==> src/rtl/multicycle_control.sv <==
// multicycle_control: FSM control unit for the multicycle MIPS core with memory watchdog.
// Define MULTICYCLE_CONTROL_RETIRE_CNT_EN to add the retired-instruction counter output.
module multicycle_control #(
    parameter int ALUFN_W = 5,
    parameter int TIMEOUT = 255,
    parameter int TMO_W   = 8
) (
    input  logic               clk,
    input  logic               reset,
    input  logic [5:0]         opcode,
    input  logic [5:0]         func,
    input  logic               mem_ready,
    output logic [ALUFN_W-1:0] alufn,
    output logic               f_memwrite,
    output logic               f_regwrite,
    output logic               f_bne,
    output logic               f_beq,
    output logic               f_zeroextend,
    output logic               f_dst_rt_rd,
    output logic               f_shiftval,
    output logic               f_alusrc,
    output logic               f_mem2reg,
    output logic               f_jump1,
    output logic               f_jump2,
    output logic               pc_write,
    output logic               ir_write,
    output logic               mem_req,
    output logic               illegal,
    output logic               bus_err,
    output logic [2:0]         state
`ifdef MULTICYCLE_CONTROL_RETIRE_CNT_EN
    ,
    output logic [31:0]        retired
`endif
);
    typedef enum logic [2:0] {
        FETCH  = 3'd0,
        DECODE = 3'd1,
        EXEC   = 3'd2,
        MEM    = 3'd3,
        WB     = 3'd4,
        JUMP   = 3'd5,
        TRAP   = 3'd6
    } state_t;
    typedef struct packed {
        logic [4:0] alufn;
        logic       bne;
        logic       beq;
        logic       zext;
        logic       rtrd;
        logic       shv;
        logic       alusrc;
        logic       m2r;
        logic       j1;
        logic       j2;
        logic       lw;
        logic       sw;
        logic       jal;
    } ctrl_t;
    state_t     cur, nxt;
    ctrl_t      word, dec;
    logic       legal;
    logic [TMO_W-1:0] cnt;
    logic       in_mem, waiting, tmo, run, flags_on;
    assign state   = cur;
    assign in_mem  = cur == FETCH || cur == MEM;
    assign waiting = in_mem && !mem_ready;
    // Trap in the wait cycle that would bring the counter to TIMEOUT; a ready in that cycle wins.
    assign tmo     = (TIMEOUT != 0) && waiting && (32'(cnt) == TIMEOUT - 1);
    always_comb begin
        dec   = '0;
        legal = 1'b1;
        case (opcode)
            6'b000000: begin
                dec.rtrd = 1'b1;
                case (func)
                    6'b100000: dec.alufn = 5'b00001;
                    6'b100010: dec.alufn = 5'b10001;
                    6'b100100: dec.alufn = 5'b00000;
                    6'b100101: dec.alufn = 5'b00100;
                    6'b100110: dec.alufn = 5'b01000;
                    6'b101010: dec.alufn = 5'b10011;
                    6'b000000: begin dec.alufn = 5'b00010; dec.shv = 1'b1; end
                    6'b000100: dec.alufn = 5'b00010;
                    6'b000011: begin dec.alufn = 5'b01010; dec.shv = 1'b1; end
                    6'b000010: begin dec.alufn = 5'b01110; dec.shv = 1'b1; end
                    6'b000110: dec.alufn = 5'b01110;
                    6'b001000: dec.j2 = 1'b1;
                    default:   legal = 1'b0;
                endcase
            end
            6'b001000: begin dec.alufn = 5'b00001; dec.alusrc = 1'b1; end
            6'b001010: begin dec.alufn = 5'b10011; dec.alusrc = 1'b1; end
            6'b001100: begin dec.alufn = 5'b00000; dec.alusrc = 1'b1; dec.zext = 1'b1; end
            6'b001101: begin dec.alufn = 5'b00100; dec.alusrc = 1'b1; dec.zext = 1'b1; end
            6'b001110: begin dec.alufn = 5'b01000; dec.alusrc = 1'b1; dec.zext = 1'b1; end
            6'b100011: begin dec.alufn = 5'b00001; dec.alusrc = 1'b1; dec.m2r = 1'b1; dec.lw = 1'b1; end
            6'b101011: begin dec.alufn = 5'b00001; dec.alusrc = 1'b1; dec.sw = 1'b1; end
            6'b000100: begin dec.alufn = 5'b10001; dec.beq = 1'b1; end
            6'b000101: begin dec.alufn = 5'b10001; dec.bne = 1'b1; end
            6'b000010: dec.j1 = 1'b1;
            6'b000011: begin dec.j1 = 1'b1; dec.j2 = 1'b1; dec.jal = 1'b1; end
            default:   legal = 1'b0;
        endcase
    end
    always_ff @(posedge clk or posedge reset) begin
        if (reset) cur <= FETCH;
        else cur <= nxt;
    end
    always_comb begin
        nxt = cur;
        case (cur)
            FETCH:    nxt = mem_ready ? DECODE : tmo ? TRAP : FETCH;
            DECODE:   nxt = !legal ? TRAP : (dec.j1 || dec.j2) ? JUMP : EXEC;
            EXEC:     nxt = (word.beq || word.bne) ? FETCH : (word.lw || word.sw) ? MEM : WB;
            MEM:      nxt = mem_ready ? (word.sw ? FETCH : WB) : tmo ? TRAP : MEM;
            WB, JUMP: nxt = FETCH;
            TRAP:     nxt = TRAP;
            default:  nxt = FETCH;
        endcase
    end
    always_ff @(posedge clk or posedge reset) begin
        if (reset) begin
            word    <= '0;
            cnt     <= '0;
            illegal <= 1'b0;
            bus_err <= 1'b0;
        end else begin
            if (cur == DECODE) word <= legal ? dec : '0;
            cnt     <= (nxt != cur && (nxt == FETCH || nxt == MEM)) ? '0 : waiting ? cnt + TMO_W'(1) : cnt;
            illegal <= illegal || (cur == DECODE && !legal);
            bus_err <= bus_err || tmo;
        end
    end
    // Outputs are gated by reset so an in-flight strobe drops as soon as reset rises.
    always_comb begin
        run          = !reset;
        flags_on     = run && (cur == EXEC || cur == MEM || cur == WB || cur == JUMP);
        alufn        = flags_on ? ALUFN_W'(word.alufn) : '0;
        f_bne        = flags_on && word.bne;
        f_beq        = flags_on && word.beq;
        f_zeroextend = flags_on && word.zext;
        f_dst_rt_rd  = flags_on && word.rtrd;
        f_shiftval   = flags_on && word.shv;
        f_alusrc     = flags_on && word.alusrc;
        f_mem2reg    = flags_on && word.m2r;
        f_jump1      = flags_on && word.j1;
        f_jump2      = flags_on && word.j2;
        mem_req      = run && in_mem;
        ir_write     = run && cur == FETCH && mem_ready;
        f_memwrite   = run && cur == MEM && word.sw;
        f_regwrite   = run && (cur == WB || (cur == JUMP && word.jal));
        pc_write     = run && ((cur == EXEC && (word.beq || word.bne)) ||
                               (cur == MEM && mem_ready && word.sw) || cur == WB || cur == JUMP);
    end
`ifdef MULTICYCLE_CONTROL_RETIRE_CNT_EN
    always_ff @(posedge clk or posedge reset) begin
        if (reset) retired <= '0;
        else if (pc_write) retired <= retired + 32'd1;
    end
`endif
endmodule

==> config.mk <==
export PLATFORM = sky130hd
export DESIGN_NAME = multicycle_control
export DESIGN_NICKNAME = d
export VERILOG_FILES = /design/src/rtl/multicycle_control.sv
export SDC_FILE = /design/constraint.sdc
export NUM_CORES = 1
export LEC_CHECK = 0
export ABC_AREA = 1
export BUFFER_PORTS_ARGS = -buffer_cell sky130_fd_sc_hd__buf_4
export CAP_MARGIN = 20
export CORE_AREA = 2 2 67 75
export CTS_CLUSTER_DIAMETER = 50
export CTS_CLUSTER_SIZE = 30
export DETAILED_ROUTE_END_ITERATION = 8
export DIE_AREA = 0 0 69 77
export MAX_ROUTING_LAYER = met4
export PLACE_DENSITY = 0.74
export SYNTH_ARGS = -nofsm -noshare
export SYNTH_HDL_FRONTEND = slang
export SYNTH_SLANG_ARGS = --single-unit
==> constraint.sdc <==
create_clock -name clk -period 2.82 [get_ports clk]
set_input_delay 0.282 -clock clk [delete_from_list [all_inputs] [get_ports clk]]
set_output_delay 0.282 -clock clk [all_outputs]
set_load 0.03 [all_outputs]
==> load_flow_metrics.sql, run 1 <==
INSERT INTO impl_metrics (metric_group, metric, value, unit) VALUES
('pwr', 'total_power_after_layout', '1.62', 'mW'),
('timing', 'timing.slew.headroom', '65.5', '%'),
('timing', 'fin_crit_sh', '68.1', '%'),
('yosys', 'post_synth_fa_ha_maj_area_fraction', '1.32', '%'),
('timing', 'setup_viol', '0', ''),
('critical_path', 'critPathMaxStageDelay', '0.39', 'ns'),
('critical_path', 'worst_path_max_delay_cell', 'dfrtp_1', ''),
('global_routing', 'gr-total-overflow', '0', ''),
('routing', 'drt_pre_antenna_iters', '4', ''),
('clocking', 'clkTransAtPathRegs', '0.06', 'ns'),
('cells_and_area', 'final-seq-area', '726', 'um2'),
('yosys', 'syn_area', '1890', 'um2'),
('clocking', 'cts_hold_repair_buffers', '0', ''),
('place', 'placement.setup.worst_slack', '0.980', 'ns'),
('yosys', 'synth-compound-area-share', '9.34', '%'),
('critical_path', 'crit_required', '2.54', 'ns'),
('yosys', 'synth.top_cell.area_share', '38.4', '%'),
('timing', 'rsz0062_at_grt', 'false', ''),
('clocking', 'cts_htree_levels', '2', ''),
('yosys', 'synth_flop_cell', 'dfrtp_1', ''),
('global_routing', 'antenna_found_initial', '0', ''),
('routing', 'detail_route.iter0.violations', '156', ''),
('critical_path', 'critical_path.top_delay_family', 'buffers and inverters', ''),
('global_routing', 'vias_in_the_first_global_route', '1720', ''),
('clocking', 'postCtsSetupRepairBufs', '0', ''),
('yosys', 'synth_edf_count', '0', ''),
('pwr', 'leakage', '1.23', 'nW'),
('clocking', 'cts_buffer_depth', '2', ''),
('yosys', 'yosys.area_share.xor_xnor', '3.25', '%'),
('routing', 'post-route-drc-count', '0', ''),
('cells_and_area', 'design.final.nets', '342', ''),
('hold_path', 'hp-class', 'input port to async pin', ''),
('yosys', 'yosys.area_share.simple', '37.5', '%'),
('routing', 'wl_per_cell', '11.6', 'um'),
('outcome', 'outcome', 'finished clean', ''),
('critical_path', 'timing.critical_path.fanout_max', '14', ''),
('critical_path', 'worst_setup_path_start_kind', 'flop', ''),
('pwr', 'combinationalPowerShare', '44.9', '%'),
('pwr', 'intPower', '0.921', 'mW'),
('cells_and_area', 'area_taken_by_multi_input_logic_gates', '971', 'um2'),
('place', 'place.detailed.hpwl', '3440', 'um'),
('place', 'io_buffers', '38', ''),
('cells_and_area', 'num_antenna_cells', '0', ''),
('pwr', 'switching_fraction', '43.3', '%'),
('yosys', 'post-synth-top-count-cell', 'nor2_1', ''),
('yosys', 'synth.net_count', '297', ''),
('pwr', 'p_clk_share', '21.2', '%'),
('timing', 'highest_attainable_clock_frequency', '521', 'MHz'),
('critical_path', 'end_kind', 'output port', ''),
('yosys', 'yosys_register_bits', '29', ''),
('timing', 'skew', '0.00535', 'ns'),
('pwr', 'power.switching', '0.703', 'mW'),
('yosys', 'synth_area_leader_cell', 'dfrtp_1', ''),
('die', 'vertical_die_dimension', '77', 'um'),
('flow_run', 'maxCapViolations', '0', ''),
('timing', 'timing.final.crit_period', '1.92', 'ns'),
('yosys', 'synth-seq-area-share', '38.4', '%'),
('critical_path', 'critical_path.cell_chain', 'inv_1, nor2_1, o21ai_0, buf_4, nor2_1, buf_4', ''),
('clocking', 'clock_insertion_delay_worst_skew', '0.28', 'ns'),
('yosys', 'synth_commonest_cells', 'nor2_1, nand2_1, inv_1, dfrtp_1, nand3_1', ''),
('clocking', 'cts_sinks', '29', ''),
('die', 'io-pin-count', '39', ''),
('cells_and_area', 'final.fill_count', '460', ''),
('pwr', 'power_frac_seq', '33.9', '%'),
('routing', 'vias', '1884', ''),
('critical_path', 'cp.buffers_inverters', '3', ''),
('critical_path', 'worst_ep_arrival_time', '1.64', 'ns'),
('pwr', 'pwr_density_cell', '693', 'nW/um2'),
('routing', 'routed-wl-met2', '2090', 'um'),
('routing', 'viasPerCell', '4.94', ''),
('yosys', 'synth_async_sr_flop_share', '100', '%');
-- cells by family (layout without fill, tap and decap cells) --
| kind of cell | after synthesis | count (layout) |
|---|---|---|
| DFF | 29 | 29 |
| and+or+nand+nor | 160 | 160 |
| xor gates and xnor gates | 7 | 7 |
| adders and majority gates | 2 | 2 |
| AOI/OAI and AO/OA | 31 | 31 |
| buffers and inverters | 51 | 96 |
-- final timing paths --
check | start | end | slack, ns | cells after the start
worst min register to register | illegal | illegal | 0.49 | 2
worst max-delay path | state[2] | alufn[2] | 0.90 | 6
min in group clk | opcode[4] | word[5] | 0.34 | 4
worst max register to register | state[2] | cnt[6] | 1.00 | 12
worst min-delay path | reset | state[2] | 0.06 | 2
max in group asynchronous | reset | cnt[6] | 2.13 | 3
-- per-layer routing --
layer / GRT usage [%] / vias up
met5: - / -
met4: 6.27 / 0
met3: 4.34 / 9
met2: 28.4 / 53
met1: 22.4 / 842
li1: - / 980
-- layout by cell type, fill, tap and decap left out, drive strengths merged --
master,n
nor2,64
inv,47
xor2,4
o311ai,1
a32oi,1
nor3,5
clkbuf,7
nand2,54
a31oi,1
xnor2,3
nand3,30
nand3b,1
a21oi,5
dfrtp,29
ha,2
or2,1
o21ai,20
o211a,1
buf,42
o41ai,1
a41oi,1
nand4,5
-- stage by stage --
step                area (um2)  util (%)  instances
finish                    2340      51.5        381
detailed placement        2260      49.6        374
CTS                       2340      51.5        381
global placement          2260      49.6        374
floorplan                 1890         -        280
global route              2340      51.5        381
-- power by group through the flow --
stage / sequential, mW / clock [mW] / combinational, mW
final: 0.551 / 0.344 / 0.729
after global routing: 0.563 / 0.376 / 0.811
after CTS: 0.551 / 0.355 / 0.730
after detailed placement: 0.558 / 0 / 0.727
after global placement: 0.557 / 0 / 0.724
after floorplan: 0.580 / 0 / 0.492
-- sequential cells by signal (all words and copies together), names as in the netlist --
name / count
state: 3
cnt: 8
bus_err: 1
word: 16
illegal: 1
-- final cells by class --
type | instances | area share (%)
Clock buffer | 7 | 3.68
Multi-Input combinational cell | 200 | 41.4
Inverter | 47 | 7.52
Sequential cell | 29 | 30.9
Tap cell | 56 | 2.99
Timing Repair Buffer | 42 | 13.4
No activity file was read; power rests on OpenSTA's default activity.
==> inputs of run 2 (changes only) <==
==> constraint.sdc (replaced) <==
create_clock -name clk -period 1.8 [get_ports clk]
set_input_delay 0.18 -clock clk [delete_from_list [all_inputs] [get_ports clk]]
set_output_delay 0.18 -clock clk [all_outputs]
set_load 0.03 [all_outputs]
==> run 2 against run 1 <==
  * The run now ends with setup timing left
  * Die area unchanged
  * Clock power up 98%
  * Clock skew decreased by 0.0015 ns
  * Largest power group unchanged
  * Global-route usage up 0.75 points
  * Non-clock buffer count increased by 11
  * Final cell count rose by 3.1%
  * Worst hold slack improved by 0.17 ns
  * Design area is 9.2% higher
  * Total power rose by 80%
  * Routed wire length up 7.3%
==> load_flow_metrics.sql, run 2 (synthesis results as in run 1) <==
INSERT INTO impl_metrics (metric_group, metric, value, unit) VALUES
('outcome', 'outcome', 'finished with violations', ''),
('outcome', 'violated_checks', 'setup timing', ''),
('routing', 'ant_nets', '0', ''),
('critical_path', 'worst_ep_arrival_time', '1.66', 'ns'),
('pwr', 'ir_worst_vdd', '0.000439', 'V'),
('cells_and_area', 'most_common_cell_after_layout_fill_and_taps_aside', 'buf_4', ''),
('die', 'io-pin-count', '39', ''),
('clocking', 'clock-root-buffer', 'clkbuf_8', ''),
('routing', 'wl_per_cell', '12.1', 'um'),
('timing', 'timing_max_transition_violations_final', '0', ''),
('pwr', 'leakage', '1.29', 'nW'),
('critical_path', 'crit_required', '1.62', 'ns'),
('timing', 'timing.slew.headroom', '73.0', '%'),
('critical_path', 'r2r-end', 'cnt[0]', ''),
('critical_path', 'worst-r2r-cell-count', '13', ''),
('clocking', 'cts_htree_levels', '2', ''),
('critical_path', 'worst_path_max_delay_cell', 'dfrtp_1', ''),
('cells_and_area', 'mostFrequentLayoutCells', 'buf_4, nor2_1, nand2_1', ''),
('critical_path', 'critical_path.cell_chain', 'buf_4, nor2_1, o21ai_0, buf_4, nor2_2, buf_4', ''),
('die', 'design.die.area', '5310', 'um2'),
('cells_and_area', 'largest_register_ff_count', '16', ''),
('die', 'core', '4550', 'um2'),
('critical_path', 'critical_path.most_common_cell', 'buf_4', ''),
('die', 'initial_core_util', '41.5', '%'),
('critical_path', 'worst_setup_path_start_kind', 'flop', ''),
('cells_and_area', 'num_antenna_cells', '0', ''),
('routing', 'detail_route.iter0.violations', '172', ''),
('hold_path', 'hold_path_stages', '4', ''),
('timing', 'final_hold_viol_count', '0', ''),
('timing', 'timing.final.crit_period', '1.84', 'ns'),
('timing', 'setup_viol', '12', ''),
('die', 'vertical_die_dimension', '77', 'um'),
('timing', 'fin_crit_sh', '102', '%'),
('timing', 'timing_worst_slew_pin_value', '0.404', 'ns'),
('critical_path', 'critical_path.reg2reg.startpoint', 'cnt[0]', ''),
('place', 'placement.setup.worst_slack', '0.00640', 'ns'),
('global_routing', 'grt_pass1_wl', '7980', 'um'),
('cells_and_area', 'final.fill_count', '442', ''),
('place', 'io_buffers', '38', ''),
('clocking', 'clkTransAtPathRegs', '0.06', 'ns'),
('pwr', 'total_power_after_layout', '2.93', 'mW'),
('hold_path', 'holdCritStartpoint', 'opcode[4]', ''),
('hold_path', 'hp-class', 'input port to flop', ''),
('clocking', 'cts_made_buffers', '5', ''),
('critical_path', 'setup.reg_to_reg.worst_slack', '0.08', 'ns'),
('global_routing', 'vias_in_the_first_global_route', '1811', ''),
('global_routing', 'antenna_found_initial', '0', ''),
('clocking', 'cts_buffer_depth', '2', ''),
('critical_path', 'cp.buffers_inverters', '3', ''),
('critical_path', 'timing.critical_path.fanout_max', '14', ''),
('clocking', 'clock_insertion_delay_worst_skew', '0.27', 'ns'),
('routing', 'post-route-drc-count', '0', ''),
('timing', 'rsz0062_at_grt', 'true', ''),
('hold_path', 'hold_end', 'word[5]', ''),
('clocking', 'cts_tree', 'done', ''),
('timing', 'final.setup.tns', '-0.173', 'ns'),
('global_routing', 'gr-total-overflow', '0', ''),
('cells_and_area', 'layout-drive-gt1-share', '28.8', '%'),
('die', 'placement_rows', '26', ''),
('timing', 'setup_ws', '-0.0419', 'ns'),
('timing', 'highest_attainable_clock_frequency', '543', 'MHz'),
('die', 'die_w', '69', 'um'),
('global_routing', 'largest_net_degree_at_the_start_of_global_routing', '19', ''),
('critical_path', 'critPathMaxStageDelay', '0.42', 'ns'),
('critical_path', 'critical_path.top_delay_family', 'buffers and inverters', ''),
('timing', 'skew', '0.00382', 'ns'),
('pwr', 'pwr_density_cell', '1140', 'nW/um2'),
('global_routing', 'grt_util_all_layers', '18.7', '%'),
('routing', 'vias', '1932', ''),
('cells_and_area', 'design.final.nets', '353', ''),
('routing', 'drt_pre_antenna_iters', '4', ''),
('critical_path', 'path_class', 'flop to output port', ''),
('place', 'place.detailed.hpwl', '3480', 'um'),
('cells_and_area', 'largest_register_by_flop_count', 'word', ''),
('clocking', 'cts_sinks', '29', ''),
('critical_path', 'cp-startpoint', 'state[2]', ''),
('place', 'place_congestion', '0.971', ''),
('cells_and_area', 'area_delta_synth_final', '35.6', '%'),
('routing', 'viasPerCell', '4.92', ''),
('critical_path', 'end_kind', 'output port', ''),
('routing', 'totalWireLength', '4740', 'um'),
('flow_run', 'maxCapViolations', '0', '');
-- run 2: cell count changes in the layout (fill, tap and decap cells not counted), moves of 3 or more --
cell | before | now
buf_4 | 42 | 52
nor2_1 | 59 | 50
nor2_2 | 4 | 12
inv_1 | 46 | 41
nand2_1 | 49 | 46
nand3_4 | 0 | 3
-- run 2: layout make-up --
type	count	area, um2	share of cell area, %
Inverter	47	185	7.23
Timing Repair Buffer	53	400	15.6
Clock buffer	7	86.3	3.37
Clock inverter	1	30.0	1.17
Tap cell	56	70.1	2.74
Sequential cell	29	728	28.4
Multi-Input combinational cell	200	1060	41.4
-- run 2: repair_timing --
item / in CTS / in global routing
buffers inserted: 1 / 4
resized for setup: 0 / 29
hold buffers: 1 / 0
pin swaps: 0 / 11
endpoints found under the setup margin: 15 / 23
endpoints found under the hold margin: 29 / 0
-- run 2: worst max path at each step --
stage	slack (ns)	cells after the start	endpoint
2_1_floorplan	-0.06	5	alufn[0]
3_3_place_gp	0.07	12	cnt[1]
3_5_place_dp	0.006	12	cnt[2]
4_1_cts	0.005	12	cnt[2]
5_1_grt	-0.12	6	f_alusrc
6_report	-0.04	6	f_alusrc
-- run 2: worst min-delay path: cells and delay by family --
family	cells	cell delay [ns]
buffers and inverters	1	0.09
AND/OR/NAND/NOR	2	0.12
AO/OA/AOI/OAI	1	0.06
-- run 2: stage by stage --
step | cell area, um2 | hold slack (ns) | std cells | utilization (%)
after global routing | 2560 | 0.242 | 393 | 56.2
after detailed placement | 2300 | 0.262 | 379 | 50.6
after floorplan | 1900 | 0.0996 | 280 | -
final | 2560 | 0.223 | 393 | 56.2
after CTS | 2440 | 0.222 | 389 | 53.5
after global placement | 2300 | 0.263 | 379 | 50.6
-- run 2: power breakdown --
group	switching, mW	total (mW)	internal, mW
registers	0.0917	0.866	0.774
logic	0.897	1.38	0.486
clock network	0.230	0.680	0.450
-- run 2: routing by layer --
layer / wire length [um] / GRT usage, % / vias up
met2: 2350 / 30.0 / 59
met3: 177 / 3.94 / 6
met4: 72 / 7.25 / 0
met5: 0 / - / -
li1: - / - / 999
met1: 2140 / 23.1 / 868
==> inputs of run 3 (changes only) <==
==> constraint.sdc (replaced) <==
create_clock -name clk -period 1.8 [get_ports clk]
set_input_delay 0.18 -clock clk [delete_from_list [all_inputs] [get_ports clk]]
set_output_delay 0.18 -clock clk [all_outputs]
set_load 0.01 [all_outputs]
==> run 3 against run 2 <==
  * The flow now finishes without violations
  * Sequential share of layout area increased by 0.87 points
  * Worst hold slack improved by 0.0029 ns
  * Fmax increased by 8.8%
  * Routed wire length decreased by 4.0%
  * Register-to-register slack improved by 0.03 ns
  * Design area decreased by 3.0%
  * Via count unchanged
  * Combinational power decreased by 14%
  * Utilization decreased by 1.7 points
  * Clock power decreased by 15%
  * Global-route usage decreased by 0.78 points
  * Critical endpoint is now pc_write
  * Highest routed layer unchanged
==> load_flow_metrics.sql, run 3 (synthesis results as in run 1) <==
INSERT INTO impl_metrics (metric_group, metric, value, unit) VALUES
('clocking', 'cts_htree_levels', '2', ''),
('timing', 'setup_viol', '0', ''),
('timing', 'fin_worst_hold_slack', '0.226', 'ns'),
('global_routing', 'vias_in_the_first_global_route', '1805', ''),
('global_routing', 'gr-total-overflow', '0', ''),
('cells_and_area', 'largest_register_ff_count', '16', ''),
('cells_and_area', 'mostFrequentLayoutCells', 'nor2_1, buf_4, nand2_1', ''),
('clocking', 'cts_tree', 'done', ''),
('routing', 'post-route-drc-count', '0', ''),
('timing', 'highest_attainable_clock_frequency', '591', 'MHz'),
('cells_and_area', 'area_delta_synth_final', '31.5', '%'),
('cells_and_area', 'most_common_cell_after_layout_fill_and_taps_aside', 'nor2_1', ''),
('cells_and_area', 'final-seq-area', '728', 'um2'),
('cells_and_area', 'num_antenna_cells', '0', ''),
('global_routing', 'grt_util_all_layers', '17.9', '%'),
('routing', 'ant_nets', '0', ''),
('critical_path', 'path_class', 'flop to output port', ''),
('die', 'design.die.area', '5310', 'um2'),
('die', 'placement_rows', '26', ''),
('place', 'io_buffers', '38', ''),
('global_routing', 'grt_pass1_wl', '7600', 'um'),
('routing', 'detail_route.iter0.violations', '174', ''),
('cells_and_area', 'final.fill_count', '462', ''),
('critical_path', 'worst_ep_arrival_time', '1.51', 'ns'),
('clocking', 'cts_sinks', '29', ''),
('place', 'placement.setup.worst_slack', '0.00890', 'ns'),
('global_routing', 'largest_net_degree_at_the_start_of_global_routing', '18', ''),
('clocking', 'cts_made_buffers', '5', ''),
('routing', 'vias', '1932', ''),
('timing', 'skew', '0.00588', 'ns'),
('critical_path', 'end_kind', 'output port', ''),
('outcome', 'outcome', 'finished clean', ''),
('critical_path', 'crit_required', '1.62', 'ns'),
('clocking', 'cts_buffer_depth', '2', ''),
('clocking', 'clock_insertion_delay_worst_skew', '0.27', 'ns'),
('cells_and_area', 'largest_register_by_flop_count', 'word', ''),
('pwr', 'ir_worst_vdd', '0.000404', 'V'),
('critical_path', 'worst_setup_path_start_kind', 'flop', ''),
('cells_and_area', 'design.final.nets', '351', ''),
('timing', 'final.setup.tns', '0', 'ns'),
('timing', 'rsz0062_at_grt', 'true', ''),
('flow_run', 'maxCapViolations', '0', ''),
('routing', 'totalWireLength', '4550', 'um'),
('cells_and_area', 'layoutNonFillerInstCount', '391', ''),
('die', 'vertical_die_dimension', '77', 'um'),
('die', 'core', '4550', 'um2'),
('critical_path', 'critPathMaxStageDelay', '0.43', 'ns'),
('critical_path', 'critical_path.cell_chain', 'inv_2, nand3_2, buf_4, nor3_4, nand2_1, nand2_1, buf_4', ''),
('cells_and_area', 'area_taken_by_multi_input_logic_gates', '1020', 'um2'),
('die', 'die_w', '69', 'um'),
('place', 'place_congestion', '0.961', ''),
('timing', 'timing.final.crit_period', '1.69', 'ns'),
('critical_path', 'timing.critical_path.fanout_max', '6', ''),
('clocking', 'clock-root-buffer', 'clkbuf_8', ''),
('timing', 'timing_max_transition_violations_final', '0', ''),
('timing', 'final_hold_viol_count', '0', ''),
('timing', 'setup_ws', '0.107', 'ns'),
('routing', 'viasPerCell', '4.94', ''),
('place', 'place.detailed.hpwl', '3540', 'um'),
('hold_path', 'hp-class', 'input port to flop', ''),
('timing', 'timing_worst_slew_pin_value', '0.415', 'ns'),
('die', 'io-pin-count', '39', ''),
('pwr', 'leakage', '1.29', 'nW'),
('critical_path', 'worst_path_max_delay_cell', 'dfrtp_1', ''),
('timing', 'timing.slew.headroom', '72.3', '%'),
('global_routing', 'antenna_found_initial', '0', ''),
('routing', 'drt_pre_antenna_iters', '4', ''),
('place', 'dpl.cell_count', '379', ''),
('timing', 'fin_crit_sh', '94.0', '%'),
('pwr', 'pwr_density_cell', '1050', 'nW/um2'),
('clocking', 'clkTransAtPathRegs', '0.06', 'ns'),
('die', 'initial_core_util', '41.5', '%'),
('cells_and_area', 'layout-drive-gt1-share', '25.4', '%'),
('routing', 'wl_per_cell', '11.6', 'um');
## run 3: cell count changes in the layout (fill, tap and decap cells not counted), moves of 2 or more
| cell | before | now |
|---|---|---|
| buf_4 | 52 | 50 |
| inv_1 | 41 | 43 |
| inv_4 | 2 | 0 |
| nand3_2 | 1 | 3 |
| nand3_4 | 3 | 1 |
| nor2_1 | 50 | 57 |
| nor2_2 | 12 | 5 |
## run 3: worst paths after layout
path | start | endpoint | slack, ns | cells after the start
max | state[2] | pc_write | 0.11 | 7
min | opcode[4] | word[5] | 0.23 | 4
max reg2reg | state[2] | cnt[4] | 0.11 | 12
min reg2reg | bus_err | bus_err | 0.47 | 1
max in group asynchronous | reset | word[14] | 1.06 | 4
min in group asynchronous | reset | state[0] | 0.54 | 4
## run 3: routing by layer
metal / wire length, um / up-vias / part of all wire [%] / GRT usage (%)
li1: - / 997 / - / -
met1: 2080 / 871 / 46 / 21.3
met2: 2180 / 56 / 48 / 29.8
met3: 191 / 8 / 4.2 / 3.29
met4: 97 / 0 / 2.1 / 7.25
met5: 0 / - / 0 / -
## run 3: critical path: cells and delay by family, from the launching register on
family	cells	cell delay [ns]
buffers and inverters	3	0.44
and+or+nand+nor	4	0.37
DFF	1	0.43
## run 3: final cells by class
class,count,area share [%]
sequential,29,29.3
clock inverter,1,0.201
tap,56,2.82
multi-input combinational,200,41.0
inverter,47,7.25
clock buffer,7,3.88
timing repair buffer,51,15.5
## run 3: what timing repair did
| item | in CTS | in global routing |
|---|---|---|
| hold buffers | 1 | 0 |
| endpoints found under the setup margin | 9 | 15 |
| endpoints found under the hold margin | 29 | 0 |
| resized for setup | 1 | 14 |
| setup buffers | 0 | 3 |
| pin swaps | 0 | 1 |
## run 3: metrics by stage
stage / cell area [um2] / power, mW / utilization (%)
2_1_floorplan: 1890 / 1.58 / -
3_3_place_gp: 2300 / 1.91 / 50.5
3_5_place_dp: 2300 / 1.94 / 50.5
4_1_cts: 2410 / 2.55 / 52.9
5_1_grt: 2480 / 2.83 / 54.6
6_report: 2480 / 2.62 / 54.6
## run 3: report_power, final
group / leakage, nW / total (mW) / switching, mW / internal, mW
Combinational: 0.845 / 1.18 / 0.733 / 0.447
Sequential: 0.388 / 0.860 / 0.0864 / 0.774
Clock: 0.0542 / 0.581 / 0.236 / 0.345
Total: 1.29 / 2.62 / 1.06 / 1.57
